<file path="config.mk">
export PLATFORM = sky130hd
export DESIGN_NAME = baud_tick_gen
export DESIGN_NICKNAME = d
export VERILOG_FILES = /design/src/rtl/baud_tick_gen.sv
export SDC_FILE = /design/constraint.sdc
export NUM_CORES = 1
export LEC_CHECK = 0
export BUFFER_PORTS_ARGS = -buffer_cell sky130_fd_sc_hd__buf_4
export CAP_MARGIN = 5
export CELL_PAD_IN_SITES_DETAIL_PLACEMENT = 1
export CELL_PAD_IN_SITES_GLOBAL_PLACEMENT = 1
export CORE_ASPECT_RATIO = 1.2
export CORE_MARGIN = 2
export CORE_UTILIZATION = 44
export CTS_BUF_LIST = sky130_fd_sc_hd__clkbuf_16
export DETAILED_ROUTE_END_ITERATION = 16
export PLACE_DENSITY = 0.83
export SLEW_MARGIN = 20
export SYNTH_ARGS = -nofsm -noshare
export SYNTH_HDL_FRONTEND = slang
export SYNTH_SLANG_ARGS = --single-unit
</file>
<file path="constraint.sdc">
create_clock -name clock -period 2.8 [get_ports clock]
set_input_delay 0.42 -clock clock [delete_from_list [all_inputs] [get_ports clock]]
set_output_delay 0.42 -clock clock [all_outputs]
set_load 0.1 [all_outputs]
</file>
<file path="src/rtl/baud_tick_gen.sv">
// Programmable baud-rate divider: one-cycle tick plus a divided square clock.
// Optional fractional divide (average period D + frac/256) when BAUD_FRAC_EN is defined.
module baud_tick_gen #(
   parameter int CNT_WIDTH   = 16,
   parameter int DEFAULT_DIV = 868
) (
   input  logic                 clock,
   input  logic                 reset_n,
   input  logic                 enable,
   input  logic [CNT_WIDTH-1:0] div_value,
   input  logic                 div_load,
`ifdef BAUD_FRAC_EN
   input  logic [7:0]           frac,
`endif
   output logic                 tick,
   output logic                 divided_clock,
   output logic [CNT_WIDTH-1:0] cur_div
);

   localparam logic [CNT_WIDTH-1:0] DEF_DIV = CNT_WIDTH'(DEFAULT_DIV);
   localparam logic [CNT_WIDTH-1:0] MIN_DIV = CNT_WIDTH'(2);
   localparam logic [CNT_WIDTH-1:0] ONE     = CNT_WIDTH'(1);

   logic [CNT_WIDTH-1:0] div_reg;
   logic [CNT_WIDTH-1:0] counter;
   logic [CNT_WIDTH-1:0] term_cnt;
   logic [CNT_WIDTH-1:0] half_m1;
   logic [CNT_WIDTH-1:0] load_div;
   logic                 period_end;
   logic                 extend;

`ifdef BAUD_FRAC_EN
   logic [7:0] frac_reg;
   // Bit 8 holds the carry of the last accumulation: it stretches the current period by one.
   logic [8:0] frac_acc;

   assign extend = frac_acc[8];

   always_ff @(posedge clock or negedge reset_n) begin
      if (!reset_n) begin
         frac_reg <= 8'd0;
         frac_acc <= 9'd0;
      end else if (div_load) begin
         frac_reg <= frac;
         frac_acc <= 9'd0;
      end else if (enable && period_end) begin
         frac_acc <= {1'b0, frac_acc[7:0]} + {1'b0, frac_reg};
      end
   end
`else
   assign extend = 1'b0;
`endif

   assign load_div   = (div_value < MIN_DIV) ? MIN_DIV : div_value;
   assign term_cnt   = div_reg - ONE + {{(CNT_WIDTH-1){1'b0}}, extend};
   assign half_m1    = (div_reg >> 1) - ONE;
   assign period_end = (counter == term_cnt);
   assign cur_div    = div_reg;

   always_ff @(posedge clock or negedge reset_n) begin
      if (!reset_n) begin
         div_reg       <= DEF_DIV;
         counter       <= '0;
         tick          <= 1'b0;
         divided_clock <= 1'b0;
      end else if (div_load) begin
         div_reg       <= load_div;
         counter       <= '0;
         tick          <= 1'b0;
         divided_clock <= 1'b0;
      end else if (enable) begin
         if (period_end) begin
            counter       <= '0;
            tick          <= 1'b1;
            divided_clock <= 1'b0;
         end else begin
            counter <= counter + ONE;
            tick    <= 1'b0;
            if (counter == half_m1)
               divided_clock <= 1'b1;
         end
      end else begin
         tick <= 1'b0;
      end
   end

endmodule

</file>
==> results of run 1 <==
## stage by stage
stage          worst slack [ns]  instance area (µm²)  instances  TNS, ns  total power, mW
5_1_grt                 -0.0175                 3110        399  -0.0856             1.70
3_3_place_gp             0.0507                 2900        388        0             1.04
2_1_floorplan            0.0111                 2620        281        0            0.941
4_1_cts                  0.0703                 3070        397        0             1.63
6_report                  0.106                 3110        399        0             1.63
3_5_place_dp            -0.0959                 2900        388   -0.852             1.06
## worst max path at each step
stage / start / endpoint / slack, ns / cells after the start
6_report: cur_div[2] / counter[6] / 0.11 / 10
5_1_grt: cur_div[2] / divided_clock / -0.02 / 10
4_1_cts: cur_div[1] / counter[15] / 0.07 / 10
3_5_place_dp: cur_div[1] / counter[15] / -0.1 / 9
3_3_place_gp: cur_div[1] / counter[13] / 0.05 / 9
2_1_floorplan: cur_div[11] / counter[10] / 0.01 / 9
## report_power, final
| part | leakage (nW) | total, mW | internal [mW] | switching, mW |
|---|---|---|---|---|
| clock network | 0.0698 | 0.565 | 0.330 | 0.236 |
| registers | 0.428 | 0.585 | 0.525 | 0.0608 |
| logic | 0.788 | 0.483 | 0.158 | 0.325 |
| total | 1.29 | 1.63 | 1.01 | 0.621 |
## critical path: cells and delay by family (launching register included)
kind,cells,cell delay (ns)
and+or+nand+nor,3,0.58
buffers and inverters,2,0.25
AOI/OAI and AO/OA,3,0.64
xor gates and xnor gates,1,0.24
DFF,1,0.63
adders and majority gates,1,0.23
## registers in the layout (all words and copies together), names as in the netlist
| name | cells |
|---|---|
| counter | 16 |
| tick | 1 |
| cur_div | 16 |
| divided_clock | 1 |
## layer usage
layer  share of wire  global-route usage  wire (µm)
met4           0.049               0.146        389
met5               0                   0          0
met3           0.036              0.0399        281
met2            0.49               0.425       3900
met1            0.42               0.331       3320
## what timing repair did
action,4_1_cts,5_1_grt
pin swaps,1,1
setup endpoints to repair,14,18
cloned,0,0
resized for setup,1,5
setup buffers,1,2
## synthesized netlist by cell type, drive strengths merged
library cell,count,area share
a2111oi,1,0.0058
a211o,1,0.0038
a21oi,7,0.013
a22oi,1,0.0029
a31o,1,0.0034
a31oi,2,0.0048
a41oi,1,0.0034
and2b,1,0.0034
and3,5,0.012
and3b,1,0.0038
buf,5,0.016
bufbuf,1,0.012
clkbuf,12,0.029
clkdlybuf4s50,2,0.0086
dfrtp,29,0.28
dfstp,5,0.050
ha,3,0.014
inv,6,0.0086
mux2,14,0.062
mux2i,1,0.0038
nand2,24,0.035
nand2b,2,0.0048
nand3,10,0.021
nand3b,2,0.0058
nand4,6,0.014
nand4bb,1,0.0043
nor2,33,0.048
nor2b,4,0.011
nor3,10,0.024
nor3b,2,0.0058
nor4,10,0.026
nor4b,3,0.018
o2111a,1,0.0043
o2111ai,2,0.0091
o211ai,1,0.0029
o21ai,9,0.019
o221a,1,0.0043
o31a,1,0.0034
or2,1,0.0024
or3,3,0.0072
or4b,1,0.0038
xnor2,30,0.10
xor2,25,0.084
## cell families (layout without fill, tap and decap cells)
family / Yosys count / after routing / synth area share
AND/OR/NAND/NOR: 119 / 119 / 0.251
AO/OA/AOI/OAI: 29 / 29 / 0.0802
buffers and inverters: 26 / 64 / 0.0749
XOR/XNOR: 55 / 55 / 0.185
multiplexers: 15 / 15 / 0.0658
adder cells (fa/ha/maj): 3 / 3 / 0.0144
flip-flops: 34 / 34 / 0.329
## cell type report
cell class / instances / area, µm² / area share
Inverter: 6 / 22.5 / 0.00724
Clock inverter: 3 / 21.3 / 0.00684
Sequential cell: 34 / 867 / 0.279
Clock buffer: 5 / 125 / 0.0402
Multi-Input combinational cell: 221 / 1590 / 0.510
Tap cell: 80 / 100 / 0.0322
Timing Repair Buffer: 50 / 388 / 0.125
==> impl_metrics.csv, run 1 <==
group,metric,value,unit
worst_setup_path,worstSetupEndpointType,"flop",
finish,most-common-layout-cells,"buf_4 (49), nor2_1 (31), xnor2_1 (30)",
floorplan,num_rows,30,
cts,clk_pin_slew,0.06,ns
finish,finish.utilization,0.545,
min_path,hp-class,"primary input to asynchronous set/reset pin",
floorplan,start_util,0.457,
logic_synthesis,ys_seq_area_frac,0.329,
sta,hold_violations,0,
detailed_routing,drc_errors,0,
worst_setup_path,r2r-start,"cur_div[2]",
worst_setup_path,cp_slowest_cell,"dfstp_2",
logic_synthesis,syn_area_per_cell,9.27,µm²
worst_setup_path,critPathMaxFanout,14,
cts,cts_buffers,5,
global_route,grt_max_degree,35,
logic_synthesis,ys.warnings.count,0,
logic_synthesis,syn-cell-area,2610,µm²
detailed_routing,vias,2306,
cts,cts_buffer_depth,2,
worst_setup_path,worstPathRequired,2.97,ns
sta,clock.fmax,0.371,GHz
global_route,antenna_found_initial,0,
cts,cts_num_sinks,34,
sta,fin_crit,2.69,ns
worst_setup_path,r2r_setup_slack,0.11,ns
detailed_routing,drt_pass1_iterations,4,
logic_synthesis,ys_ff_latch,34,
finish,final_common_cell,"buf_4",
cts,cts_tree,"yes",
finish,drive_gt1_frac,0.317,
run_status,status,"complete, no violations",
global_route,grt_use_total,0.262,
finish,fillers,680,
sta,setup_viol,0,
global_route,gr-total-overflow,0,
sta,relSlewSlack,0.600,
worst_setup_path,r2r-end,"counter[6]",
worst_setup_path,reg2reg_depth,10,
worst_setup_path,max_stage_delay,0.63,ns
sta,whs,0.0838,ns
worst_setup_path,path_class,"flop to flop",
cts,htreeDepth,2,
logic_synthesis,syn-instance-count,281,
worst_setup_path,cp-start-kind,"flop",
logic_synthesis,syn_nets,304,
detailed_routing,drtIter0Drc,133,
floorplan,io-pin-count,38,
detailed_routing,ant_nets,0,
global_route,grt_pass1_wl,12.7,mm
sta,period_share,0.962,
sta,slew_violations,0,
detailed_routing,avgViaCountPerCell,5.78,
floorplan,core,5710,µm²
detailed_routing,wire_per_inst,19.8,µm
floorplan,die_x,74.3,µm
finish,nNetsFinal,341,
floorplan,die_area,6560,µm²
finish,diodes,0,
worst_setup_path,cp.arrival,2.87,ns
floorplan,die-height,88.3,µm
power,p_leak,1.29,nW
place,io_buffer_count,37,
flow_run,maxCapViolCount,0,
place,dp_hpwl,5.53,mm
sta,finClkSkew,0.00691,ns
detailed_routing,wirelength,7.90,mm
cts,holdBufCountCts,0,
power,ir_drop,305,µV
cts,clock_latency,0.29,ns
finish,areaGrowthSynthToFinish,19.3,%
cts,clock-root-buffer,"clkbuf_16",
place,gp_congestion,0.913,
sta,worst_slew_pin_slew,0.594,ns
power,power.density,525,nW/µm²
logic_synthesis,netlist-cell-type-count,58,
worst_setup_path,cp_cell_sequence,"inv_1, ha_1, nor2b_1, xnor2_1, o2111ai_1, nor4_2, o2111ai_4, o21ai_4, buf_12, nor2_1",
global_route,grt_pass1_vias,2392,
(Power assumes the default switching activity.)
==> inputs of run 2 (changes only) <==
Clock period 2.8 ns to 2.65 ns, I/O delays scaled along.
==> run 2 against run 1 <==
Compared with the run above:
- the flow now finishes with violations (negative setup slack)
- design area grew 4.9%
- utilization grew 2.7 points
- via count barely moved
- clock power increased by 39%
- critical path type unchanged
- largest power group is now clock
==> impl_metrics.csv, run 2 (synthesis results as in run 1) <==
group,metric,value,unit
place,numPlacedInstances,388,
detailed_routing,drt_pass1_iterations,4,
finish,multi_input_area,1640,µm²
sta,rsz0062_at_grt,"true",
finish,nNetsFinal,346,
cts,cts_tree,"yes",
detailed_routing,avgViaCountPerCell,5.71,
global_route,antenna_found_initial,0,
run_status,status,"finished, violations left",
sta,hold_violations,0,
worst_setup_path,critPathMaxFanout,4,
place,gp_congestion,0.861,
sta,slew_violations,0,
finish,stdcell_count,404,
sta,fin_crit,2.73,ns
floorplan,core,5710,µm²
floorplan,io-pin-count,38,
worst_setup_path,worstSetupEndpointType,"flop",
worst_setup_path,worstPathRequired,2.87,ns
sta,finalSetupTns,-0.0752,ns
floorplan,die_area,6560,µm²
worst_setup_path,cp.arrival,2.95,ns
finish,areaGrowthSynthToFinish,25.2,%
cts,cts_buffer_depth,2,
cts,clock_latency,0.29,ns
finish,most-common-layout-cells,"buf_4 (53), nor2_1 (30), xnor2_1 (30)",
cts,cts_num_sinks,34,
sta,relSlewSlack,0.597,
power,p_leak,1.34,nW
detailed_routing,wire_per_inst,21.3,µm
sta,clock.fmax,0.367,GHz
finish,regArea,876,µm²
worst_setup_path,path_class,"flop to flop",
flow_run,maxCapViolCount,0,
detailed_routing,wirelength,8.61,mm
place,io_buffer_count,37,
floorplan,start_util,0.457,
sta,setup_slack,-0.0752,ns
cts,clk_pin_slew,0.06,ns
floorplan,die-height,88.3,µm
cts,clock-root-buffer,"clkbuf_16",
finish,diodes,0,
finish,design_area,3260,µm²
global_route,grt_pass1_vias,2467,
sta,period_share,1.03,
cts,htreeDepth,2,
global_route,grt_use_total,0.278,
detailed_routing,drc_errors,0,
min_path,hp-class,"primary input to asynchronous set/reset pin",
finish,drive_gt1_frac,0.364,
sta,finClkSkew,0.00504,ns
global_route,grt_max_degree,35,
worst_setup_path,cp-start-kind,"flop",
place,postPlaceCellArea,2910,µm²
sta,whs,0.0686,ns
finish,fillers,676,
detailed_routing,vias,2308,
finish,final_common_cell,"buf_4",
floorplan,die_x,74.3,µm
power,ir_drop,436,µV
floorplan,num_rows,30,
cts,cts_buffers,5,
place,dp_hpwl,5.70,mm
sta,setup_viol,1,
sta,worst_slew_pin_slew,0.598,ns
power,power.density,597,nW/µm²
run_status,violations,"negative setup slack",
detailed_routing,drtIter0Drc,148,
global_route,gr-total-overflow,0,
detailed_routing,ant_nets,0,
finish,finish.utilization,0.572,
global_route,grt_pass1_wl,13.4,mm
-- run 2: cell types whose count changed in the layout (fill, tap and decap cells not counted), sizes merged --
cell / delta
buf: +5
bufinv: +2
clkinv: -1
clkinvlp: -1
-- run 2: what timing repair did --
| action | in CTS | in global routing |
|---|---|---|
| resized for setup | 4 | 12 |
| pin swaps | 2 | 7 |
| setup buffers | 5 | 3 |
| setup endpoints to repair | 16 | 17 |
| hold buffers | 0 | 0 |
-- run 2: layout make-up --
type	instances	share of cell area
Tap cell	80	0.0307
Clock inverter	3	0.0211
Clock buffer	5	0.0383
Inverter	6	0.00767
Sequential cell	34	0.268
Multi-Input combinational cell	221	0.502
Timing Repair Buffer	55	0.132
-- run 2: path summary, 6_finish.rpt --
check	slack (ns)	cells after the start	startpoint	end
max in group asynchronous	2.22	1	reset_n	cur_div[10]
max	-0.08	9	cur_div[1]	divided_clock
min reg2reg	0.54	2	divided_clock	divided_clock
min in group clock	0.33	3	div_value[3]	cur_div[3]
min	0.07	1	reset_n	cur_div[0]
max reg2reg	-0.08	9	cur_div[1]	divided_clock
-- run 2: report_power, final --
group	leakage, nW	internal (mW)	total (mW)	switching (mW)
clock	0.0940	0.541	0.788	0.247
combinational	0.817	0.178	0.540	0.362
sequential	0.424	0.556	0.620	0.0640
-- run 2: worst max-delay path: stages (launching register included) --
cell     delay [ns]
dfrtp_4        0.50
buf_4          0.15
nor4_1         0.47
buf_4          0.22
nand3_1        0.16
nor4b_2        0.36
xor2_1         0.13
nor4_1         0.39
a41oi_1        0.18
nor2_1         0.11
-- run 2: stage by stage --
step / setup slack [ns] / total power [mW]
finish: -0.0752 / 1.95
detailed placement: -0.145 / 1.13
global placement: -0.00194 / 1.11
CTS: 0.0140 / 1.92
global route: -0.179 / 2.00
floorplan: 0.0164 / 0.998
-- run 2: layer usage --
layer / wire, µm / share of wire / global-route usage
met4: 236 / 0.027 / 0.110
met3: 269 / 0.031 / 0.0399
met5: 0 / 0 / 0
met2: 4550 / 0.53 / 0.488
met1: 3560 / 0.41 / 0.343
